[config.mk]
export PLATFORM = sky130hd
export DESIGN_NAME = rom_loader
export DESIGN_NICKNAME = d
export VERILOG_FILES = /design/src/rtl/rom_loader.sv
export SDC_FILE = /design/constraint.sdc
export NUM_CORES = 1
export LEC_CHECK = 0
export CORE_UTILIZATION = 50
export DETAILED_ROUTE_END_ITERATION = 10
export PLACE_DENSITY = 0.81
export SYNTH_ARGS = -nofsm -noshare
export SYNTH_HDL_FRONTEND = slang
export SYNTH_SLANG_ARGS = --single-unit
[constraint.sdc]
create_clock -name clk -period 3.2 [get_ports clk]
set_clock_uncertainty 0.15 [all_clocks]
set_input_delay 0.32 -clock clk [delete_from_list [all_inputs] [get_ports clk]]
set_output_delay 0.32 -clock clk [all_outputs]
set_load 0.02 [all_outputs]
[src/rtl/rom_loader.sv]
// rtl/rom_loader.sv - copies a byte-wide program ROM into 32-bit RAM words
module rom_loader #(
    parameter logic [31:0] BASE_ADDR = 32'd0,
    parameter logic [31:0] MAX_BYTES = 32'd4096
) (
    input  logic        clk,
    input  logic        rst_n,
    input  logic        start,
    output logic [31:0] rom_address,
    input  logic [7:0]  rom_byte,
    input  logic        rom_done,
    output logic [31:0] ram_address,
    output logic [31:0] ram_data,
    output logic        ram_write,
    input  logic        ram_ready,
    output logic        busy,
    output logic        finished,
    output logic        overflow
);

    typedef enum logic [1:0] {
        IDLE  = 2'd0,
        FETCH = 2'd1,
        WRITE = 2'd2,
        DONE  = 2'd3
    } state_t;

    state_t      state;
    logic [1:0]  lane;
    logic [29:0] word_index;
    // set when the word in WRITE is a zero-padded tail; the load ends after it
    logic        last_word;

    // status strobes decode straight from the state register
    assign ram_write = (state == WRITE);
    assign busy      = (state == FETCH) || (state == WRITE);
    assign finished  = (state == DONE);

    // load sequencer: ram_data doubles as the word assembly register
    always_ff @(posedge clk or negedge rst_n) begin
        if (!rst_n) begin
            state       <= IDLE;
            rom_address <= 32'd0;
            ram_address <= BASE_ADDR;
            ram_data    <= 32'd0;
            overflow    <= 1'b0;
            lane        <= 2'd0;
            word_index  <= 30'd0;
            last_word   <= 1'b0;
        end else begin
            case (state)
                IDLE, DONE: begin
                    if (start) begin
                        state       <= FETCH;
                        rom_address <= 32'd0;
                        ram_address <= BASE_ADDR;
                        ram_data    <= 32'd0;
                        overflow    <= 1'b0;
                        lane        <= 2'd0;
                        word_index  <= 30'd0;
                        last_word   <= 1'b0;
                    end
                end
                FETCH: begin
                    if (rom_done) begin
                        // an empty trailing word is never written
                        if (lane == 2'd0) begin
                            state <= DONE;
                        end else begin
                            state     <= WRITE;
                            last_word <= 1'b1;
                        end
                    end else if (rom_address >= MAX_BYTES) begin
                        // runaway program: drop the partial word and abort
                        state    <= DONE;
                        overflow <= 1'b1;
                        ram_data <= 32'd0;
                        lane     <= 2'd0;
                    end else begin
                        ram_data[{lane, 3'b000} +: 8] <= rom_byte;
                        rom_address <= rom_address + 32'd1;
                        lane        <= lane + 2'd1;
                        if (lane == 2'd3) begin
                            state <= WRITE;
                        end
                    end
                end
                WRITE: begin
                    // outputs hold until the RAM takes the word
                    if (ram_ready) begin
                        word_index  <= word_index + 30'd1;
                        ram_address <= BASE_ADDR + {word_index + 30'd1, 2'b00};
                        ram_data    <= 32'd0;
                        state       <= last_word ? DONE : FETCH;
                    end
                end
                default: state <= IDLE;
            endcase
        end
    end

endmodule

# After elaboration in Yosys (flattened, before gate mapping)
# Index checks and enable logic that the tools add are counted.
# totals
regBits	132
in_bits	13
out_inout_bits	100
wordCells	73
# op_classes
add_sub_neg	4
order_cmp	1
eq_ne	12
shift	2
n_mux	33
n_reduce_logical	13
# op_table
cell	n
32-bit 2-to-1 mux	7
32-bit one-hot mux with 2 select lines	2
32-bit one-hot mux with 3 select lines	1
30-bit 2-to-1 mux	2
30-bit one-hot mux with 2 select lines	1
32-bit by 1-bit adder with 32-bit output, second input constant	1
32-bit bitwise mux	1
32-bit by 13-bit >= comparator with 1-bit output, second input constant	1
8-bit by 7-bit variable shift with 32-bit output, first input constant	1
8-bit by 7-bit variable part select with 32-bit output	1
30-bit by 1-bit adder with 30-bit output, second input constant	1
2-bit 2-to-1 mux	9
3-bit AND reduction	4
4-bit AND reduction	3
2-bit != test, second input constant	5
5-bit negation with 7-bit output	1
2-bit == test, second input constant	3
1-bit 2-to-1 mux	6
2-bit one-hot mux with 3 select lines	1
2-bit logical NOT	2
2-bit by 1-bit != test with 1-bit output, second input constant	2
4-bit by 2-bit != test with 1-bit output, second input constant	1
1-bit one-hot mux with 2 select lines	2
2-bit one-hot mux with 2 select lines	1
other kinds (5)	6

# Longest topological paths before layout
# Gate-level depths: netlist of the first run.
# logic_depth
word_depth	6
mapped_depth	9
mapped_depth_nobuf	7

# Least setup slack after synthesis of the first run
# OpenSTA, ideal clock, no wires.
# synth_path
path_kind	reg-to-reg
from	reg state[0]
to	reg ram_address[23]
setup_time_ps	140
arrival_time_ps	2098
required_time_ps	2910
setup_slack_ps	813
stages_incl_launch_ff	10
path_buffers	2
period_less_slack_ps	2387
path_cell_list	dfrtp_1 inv_1 ha_1 buf_2 o211a_1 nand3_1 or3_1 buf_2 o311ai_0 o41ai_1
# synth_via
word_cells_on_any_way	9
cone_classes	eq/ne (4); mux (1); reduce/logical (4)
# synth_rtl
item	line	source
from (decl)	28	state_t state;
from (signal assigned)	94	state <= last_word ? DONE : FETCH;
2-bit == test (*)	-	
via ram_write	14	output logic ram_write,
2-bit by 1-bit != test with 1-bit output (no line) or 2-bit nonzero test (tied branches)	-	
3-bit AND reduction (no line)	-	
to (signal assigned)	92	ram_address <= BASE_ADDR + {word_index + 30'd1, 2'b00};
to (decl)	12	output logic [31:0] ram_address,
# The timed path passes the listed nets; every way through them passes the cells marked *.
# A chain may end at the register's enable or synchronous reset.

# Worst setup path in the final report of the first run
# layout_path
from	reg state[0]
to	reg ram_data[16]
# layout_via
elab_chain_cells	4
word_cells_on_any_way	10
cone_classes	eq/ne (6); mux (1); reduce/logical (3)
# layout_rtl
item	line	source
2-bit == test or 2-bit logical NOT (tied branches)	51	case (state)
2-bit OR reduction	51	
2-bit != test (no line)	-	
3-bit AND reduction (no line)	-	
to (signal, indexed assignment)	80	ram_data[{lane, 3'b000} +: 8] <= rom_byte;
to (decl)	13	output logic [31:0] ram_data,
# Several ways; a longest one is shown, not always the timed one.

==> summary.txt, run 1 <==
STA
  • Slew of the pin with the lowest slew margin: between 700 and 800 ps
  • Total Neg Setup Slack: 0 ps
  • Worst Slack Setup Final: around 550 ps
  • Post-route fraction of the period consumed by the critical path: 82.7%
  • F_max: approximately 380 MHz
  • Slew HR: ~52%
  • Time the final worst path needs with I/O delays and setup: 2650 ps
  • RSZ-0062 raised after global routing: false
  • Number of failing setup endpoints in the final timing report: 0
  • Number of hold violations in the final report: 0
  • Max-slew violation count: 0

Worst setup path
  • Number of stages on the worst setup path: 7
  • Worst EP arrival: around 2800 ps
  • Origin of the critical flop-to-flop path: state[0]$_DFFE_PN0P_
  • Flop-to-flop setup slack: between 500 and 600 ps
  • Crit Path Max Fanout: 10
  • Cell Chain, Critical Path: inv_1, ha_1, nor2b_1, a211oi_4, nand4_4, nor3_2, a22o_1
  • Cell class contributing the biggest share of worst-path delay: simple AND/OR/NAND/NOR gates
  • Classification of the worst setup path: reg2reg
  • Reg2Reg Capture Point: ram_data[16]$_DFFE_PN0P_
  • Kind of end point of the critical path: register
  • Crit path largest cell delay: 570 ps
  • Worst setup startpoint: state[0]$_DFFE_PN0P_
  • End point of the critical path: ram_data[16]$_DFFE_PN0P_
  • Required time reported for the critical path endpoint: about 3400 ps
  • CP max-delay cell: sky130_fd_sc_hd__nor3_2
  • Buffer and inverter count on the worst path: 1
  • Worst-case reg-to-reg path depth: 7
  • Sort of element at the start of the critical path: register

Placement
  • Final GP Congestion: roughly 0.86
  • Half-perimeter wire length after detailed placement: just under 8000 um
  • Pre-CTS WS: 574 ps
  • Total placed instance area: just under 0.006 sq mm
  • IO buf count: 110

Logic synthesis
  • Area share of the leading cell type in the synthesized netlist: 54.1%
  • Cells after synthesis: 427
  • Cell area after technology mapping: 0.00462 sq mm
  • Most area-consuming cells after synthesis: sky130_fd_sc_hd__dfrtp_1 54%, sky130_fd_sc_hd__a22o_1 6.3%, sky130_fd_sc_hd__nor2b_1 2.8%
  • Register area share after synthesis: 54.1%
  • Post-synth top area cell: sky130_fd_sc_hd__dfrtp_1
  • Count of flip-flops with a built-in enable after synthesis: 0
  • Yosys warning count: 0
  • Mean cell area of the mapped netlist: around 11 sq um
  • Most instantiated flip-flop cell in the synthesis netlist: sky130_fd_sc_hd__dfrtp_1
  • Distinct cell type count of the synthesized netlist: between 40 and 50
  • Most used standard cells in the synthesized netlist: 100 x sky130_fd_sc_hd__dfrtp_1, 33 x sky130_fd_sc_hd__a22o_1, 32 x sky130_fd_sc_hd__nor2_1, 25 x sky130_fd_sc_hd__nand2_1, 22 x sky130_fd_sc_hd__nand3_1
  • Fraction of registers with async set/reset: 100%
  • Number of synthesized register bits: 100
  • Dominant cell by count in the synthesized netlist: sky130_fd_sc_hd__dfrtp_1

Clock tree
  • Clock Root Buffer: sky130_fd_sc_hd__clkbuf_8
  • Depth of the CTS H-tree: 3
  • Num CTS Buffers: 9
  • Clock transition at the register clock pins on the worst setup and hold paths after CTS: around 100 ps
  • Number of buffers on the longest clock path: 2
  • Gates resized, CTS repair: 0
  • CTS tree: built
  • Post-CTS Setup Bufs: 0
  • Clock network latency to the later pin of the worst-skew pair: 370 ps
  • Sinks on the clock net: 100

Floorplan
  • Initial core utilization: 52.3%
  • Placeable Area: about 0.009 sq mm
  • Vertical die dimension: approximately 98 um
  • # IOs: 113
  • Num rows: 34
  • Die Outline Area: 0.00964 sq mm
  • Width of the die: between 90 and 100 um

Hold path
  • Startpoint of the tightest hold check path: ram_data[22]$_DFFE_PN0P_
  • Type of the tightest min-delay check: reg2reg
  • Number of stages on the worst hold path: 1

Finish
  • Count of nets after finishing: about 560
  • Area taken by multi-input logic gates: approximately 0.0020 sq mm
  • Flip-flop and latch area: between 0.002 and 0.003 sq mm
  • Fillers: slightly below 700
  • Fin area: about 0.0061 sq mm
  • Post-synthesis to final-layout area growth: 31.1%
  • Share of post-route cells with drive strength above 1: 6.06%
  • Antenna Cells: 0

Drt
  • First-iteration detailed-routing DRC count: approximately 170
  • DRC violation count after routing: 5
  • Count of nets left with antenna violations after detail routing: 0
  • Initial DRT Pass Iterations: 10
  • Wire per inst: between 15 and 20 um
  • Via-to-Cell Ratio: 5.78
  • Vias: 3777
  • Total detailed-routing wirelength: ~11000 um

Power
  • Static leakage: around 2.6 nW
  • Switching power share of the total: between 30% and 40%
  • Clock network fraction of total power: around a quarter
  • Int Pwr: 2.21 mW
  • Relative contribution of sequential cells to total power: 40.2%
  • Part of the power in combinational logic: between 30% and 40%
  • Switching power total: roughly 1.4 mW
  • Power density over the cells: around 600 mW/mm^2
  • Worst vdd ir: between 0.3 and 0.4 mV

Run status
  • Run status: finished with violations
  • Violations in the final reports: design-rule violations

GRT
  • Global-route met1 utilization: approximately a third
  • Via count of the first global-routing pass: roughly 3700
  • Wire length of the first global-routing pass: 18500 um
  • Initial antenna violation count: 0
  • Met2 Use GR: 39.0%
  • Layer with the highest usage after global routing: met2
  • GR met3 Demand/Resource: 6.01%
  • Total gr overflow: 0
  • Overall Global Routing Usage: about a quarter
  • Largest net degree at the start of global routing: between 50 and 60

Flow run
  • Maximum Capacitance Violations: 0
## sequential cells by signal, summed over array words and instances (netlist names)
signal,flops
overflow,1
last_word,1
state,2
rom_address,32
ram_data,32
lane,2
ram_address,30
## what timing repair did
item	CTS	global route
hold endpoints to repair	56	0
setup endpoints to repair	0	0
hold buffers	1	0
## cells in the final DEF, fill, tap and decap left out, drive strengths merged, types with 3 or more instances in the layout
cell type / instances
nand3: 23
clkbuf: 9
clkdlybuf4s50: 109
nor3: 6
a21oi: 15
nand4: 15
nor2b: 21
dfrtp: 100
ha: 10
xor2: 12
a22o: 33
nor4: 17
and4: 8
o21ai: 17
xnor2: 10
nand2b: 8
inv: 17
buf: 7
o311ai: 3
nor2: 32
and3: 3
mux2i: 5
and2: 5
or3: 12
nand2: 25
## through the flow
stage	utilization (%)	hold slack, ps	std cells	power, mW
6_report	68.5	371	653	3.64
5_1_grt	68.5	386	653	3.84
4_1_cts	68.5	369	653	3.66
3_5_place_dp	65.9	275	636	2.80
3_3_place_gp	65.9	265	636	2.75
2_1_floorplan	-	-126	428	2.32
## power by group through the flow
| stage | Combinational, mW | Sequential (mW) | Clock (mW) |
|---|---|---|---|
| 2_1_floorplan | 0.762 | 1.56 | 0 |
| 3_3_place_gp | 1.27 | 1.48 | 0 |
| 3_5_place_dp | 1.32 | 1.48 | 0 |
| 4_1_cts | 1.32 | 1.46 | 0.879 |
| 5_1_grt | 1.42 | 1.48 | 0.936 |
| 6_report | 1.32 | 1.46 | 0.857 |
## metal layers
metal / wire (um) / vias to the layer above / share of wire (%)
met5: 0 / - / 0
met4: 105 / 0 / 0.96
met3: 715 / 12 / 6.5
met2: 5310 / 141 / 48
met1: 4850 / 1852 / 44
li1: - / 1772 / -
## worst register-to-register path, cell delays in order (launching register included)
cell                       delay [ps]
sky130_fd_sc_hd__dfrtp_1          380
sky130_fd_sc_hd__inv_1             70
sky130_fd_sc_hd__ha_1             400
sky130_fd_sc_hd__nor2b_1          240
sky130_fd_sc_hd__a211oi_4         350
sky130_fd_sc_hd__nand4_4          210
sky130_fd_sc_hd__nor3_2           570
sky130_fd_sc_hd__a22o_1           220
## layout make-up
cell class | count | share of cell area (%)
Sequential cell | 100 | 41.3
Tap cell | 108 | 2.23
Timing Repair Buffer | 117 | 19.0
Inverter | 14 | 0.867
Clock inverter | 7 | 1.55
Clock buffer | 9 | 2.04
Multi-Input combinational cell | 298 | 33.0
## how the worst min path moves through the flow
stage / end / slack (ps)
after global routing: ram_data[22]$_DFFE_PN0P_ / 390
after global placement: ram_address[23]$_DFFE_PN0P_ / 260
after CTS: ram_data[22]$_DFFE_PN0P_ / 370
after floorplan: lane[0]$_DFFE_PN0P_ / -130
final: ram_data[22]$_DFFE_PN0P_ / 370
after detailed placement: ram_address[23]$_DFFE_PN0P_ / 270
## logic make-up (layout without fill, tap and decap cells)
logic type      count (synthesis)  after routing  synth area share (%)
mux                             6              6                  1.33
simple gates                  177            177                  22.1
fa+ha+maj                      10             10                  2.71
buf+inv                        30            147                  2.76
other cells                     1              2                0.0811
flops                         100            100                  54.1
xor+xnor                       22             22                  4.17
compound gates                 81             81                  12.8
(Power assumes the default switching activity.)
==> run 2: changes to the inputs <==
==> constraint.sdc (replaced) <==
create_clock -name clk -period 2.6 [get_ports clk]
set_clock_uncertainty 0.15 [all_clocks]
set_input_delay 0.26 -clock clk [delete_from_list [all_inputs] [get_ports clk]]
set_output_delay 0.26 -clock clk [all_outputs]
set_load 0.02 [all_outputs]
==> run 2 against run 1 <==
Against the previous run: the run still ends with design-rule violations left; critical path type is now reg2out; sequential cell count did not move; setup slack got worse by 420 ps; die area did not move; design area rose by 1.7%; first-iteration DRC count rose by 31%; highest routed layer unchanged; non-clock buffer count rose by 11; clock power rose by 16%; cell count rose by 1.7%.
==> summary.txt, run 2 (synthesis gave the netlist of run 1 again) <==
Run status
  • Run status: finished with violations
  • Violations in the final reports: design-rule violations

STA
  • F_max: 406 MHz
  • Slew of the pin with the lowest slew margin: 712 ps (+2.03 ps)
  • Hold Slack: 315 ps (-56.6 ps)
  • Max-slew violation count: 0 (unchanged)
  • Number of hold violations in the final report: 0 (unchanged)
  • Post-route fraction of the period consumed by the critical path: between 90% and 100%
  • Time the final worst path needs with I/O delays and setup: 2460 ps
  • Slew HR: 52.6% (+0.18 points)
  • Total Neg Setup Slack: 0 ps (unchanged)
  • Number of failing setup endpoints in the final timing report: 0 (unchanged)
  • RSZ-0062 raised after global routing: false

Hold path
  • Type of the tightest min-delay check: in2async

Clock tree
  • Sinks on the clock net: 100 (unchanged)
  • Depth of the CTS H-tree: 3 (unchanged)
  • Clock Root Buffer: sky130_fd_sc_hd__clkbuf_8
  • Number of buffers on the longest clock path: 2 (unchanged)
  • CTS tree: built
  • Clock network latency to the later pin of the worst-skew pair: 380 ps (about the same)
  • Clock transition at the register clock pins on the worst setup and hold paths after CTS: 110 ps (about the same)
  • Num CTS Buffers: 9 (unchanged)

Worst setup path
  • Origin of the critical flop-to-flop path: state[0]$_DFFE_PN0P_
  • Sort of element at the start of the critical path: register
  • CP max-delay cell: sky130_fd_sc_hd__clkdlybuf4s50_1
  • Cell class contributing the biggest share of worst-path delay: buffers and inverters
  • Kind of end point of the critical path: primary output
  • Buffer and inverter count on the worst path: 4 (+3)
  • Worst EP arrival: 2050 ps (-750 ps)
  • Crit Path Max Fanout: 6 (-4)
  • Worst-case reg-to-reg path depth: 8 (+1)
  • Classification of the worst setup path: reg2out
  • Cell seen most often among critical-path stages: sky130_fd_sc_hd__inv_1
  • Worst setup startpoint: state[0]$_DFFE_PN0P_
  • Cell Chain, Critical Path: inv_1, ha_1, buf_4, inv_1, clkdlybuf4s50_1
  • Crit path largest cell delay: 590 ps (+20 ps)
  • Number of stages on the worst setup path: 5 (-2)
  • Required time reported for the critical path endpoint: 2190 ps (-1170 ps)

GRT
  • Initial antenna violation count: 0 (unchanged)
  • Wire length of the first global-routing pass: 18500 um (+0.11%)
  • Overall Global Routing Usage: 24.2% (+0.065 points)
  • Via count of the first global-routing pass: 3703 (+0.41%)
  • Total gr overflow: 0 (unchanged)
  • Largest net degree at the start of global routing: 58 (-1.7%)

Floorplan
  • Vertical die dimension: 98.2 um (unchanged)
  • Width of the die: 98.2 um (unchanged)
  • Die Outline Area: 0.00964 sq mm (unchanged)
  • # IOs: 113 (unchanged)
  • Initial core utilization: 52.3% (unchanged)
  • Placeable Area: 0.00885 sq mm (unchanged)
  • Num rows: 34 (unchanged)

Placement
  • Half-perimeter wire length after detailed placement: 8040 um (+1.6%)
  • Final GP Congestion: 0.883 (+2.3%)
  • IO buf count: 110 (unchanged)

Power
  • Pwr Total: 4.49 mW (+23%)
  • Static leakage: 2.70 nW (+2.2%)
  • Worst vdd ir: 0.416 mV (+12%)
  • Power density over the cells: 728 mW/mm^2 (+21%)

Finish
  • Finished Core Util: 69.6% (+1.1 points)
  • Share of post-route cells with drive strength above 1: 8.81% (+2.8 points)
  • Post-synthesis to final-layout area growth: 33.3%
  • Fillers: 673 (-1.8%)
  • Leading cell type in the layout, fill and taps excluded: sky130_fd_sc_hd__clkdlybuf4s50_1
  • Biggest regs: ram_data: 32 flops, rom_address: 32 flops, ram_address: 30 flops
  • Antenna Cells: 0 (unchanged)
  • Count of nets after finishing: 574 (+2.0%)
  • Commonest non-fill, non-tap cells in the layout: 109 x sky130_fd_sc_hd__clkdlybuf4s50_1, 100 x sky130_fd_sc_hd__dfrtp_1, 33 x sky130_fd_sc_hd__a22o_1

Drt
  • First-iteration detailed-routing DRC count: 222 (+31%)
  • Initial DRT Pass Iterations: 7 (-3)
  • Wire per inst: 16.9 um (+0.72%)
  • Total detailed-routing wirelength: 11200 um (+2.4%)
  • DRC violation count after routing: 7 (+2)
  • Vias: 3853 (+2.0%)
  • Count of nets left with antenna violations after detail routing: 0 (unchanged)
  • Via-to-Cell Ratio: 5.80 (+0.32%)

Flow run
  • Maximum Capacitance Violations: 0 (unchanged)
-- run 2: final timing paths --
path | to | slack, ps
min in group clk | ram_data[16]$_DFFE_PN0P_ | 370
max | busy | 140
max reg2reg | ram_data[7]$_DFFE_PN0P_ | 140
max in group asynchronous | rom_address[16]$_DFFE_PN0P_ | 1280
min | ram_address[21]$_DFFE_PN0P_ | 310
min reg2reg | ram_data[16]$_DFFE_PN0P_ | 370
-- run 2: layout make-up --
class	instances	area (sq um)	share of cell area [%]
inverter	14	52.6	0.853
timing repair buffer	128	1250	20.3
tap	108	135	2.19
clock buffer	9	124	2.01
multi-input combinational	298	2020	32.8
clock inverter	7	78.8	1.28
sequential	100	2500	40.6
-- run 2: worst register-to-register path: stages, from the launching register on --
cell and delay [ps]:
sky130_fd_sc_hd__dfrtp_1 410, sky130_fd_sc_hd__inv_1 80, sky130_fd_sc_hd__ha_1 370, sky130_fd_sc_hd__nor2b_2 220, sky130_fd_sc_hd__a211oi_4 310, sky130_fd_sc_hd__nand4_4 210, sky130_fd_sc_hd__nor4_4 320, sky130_fd_sc_hd__buf_4 200
sky130_fd_sc_hd__a22o_1 130
-- run 2: where the power goes --
group          switching, mW  internal, mW
registers              0.123          1.68
logic                   1.07         0.627
clock network          0.609         0.383
total                   1.80          2.69
-- run 2: stage by stage --
step / worst slack, ps / cells / cell area [sq um]
after detailed placement: 45.6 / 642 / 5890
final: 138 / 664 / 6160
after global routing: 7.20 / 664 / 6160
after global placement: 142 / 642 / 5890
after floorplan: 213 / 428 / 4630
after CTS: 18.8 / 659 / 6100
-- run 2: repair_timing --
action | CTS | global route
resized for setup | 0 | 6
hold buffers | 1 | 0
buffers inserted | 0 | 5
hold endpoints to repair | 55 | 0
setup endpoints to repair | 0 | 36
-- run 2: layer usage --
metal,up-vias,GRT usage (%),routed length (um)
met2,120,38.7,5460
met5,-,0,0
met1,1901,32.0,4880
met4,0,9.18,235
li1,1807,-,-
met3,25,6.01,667
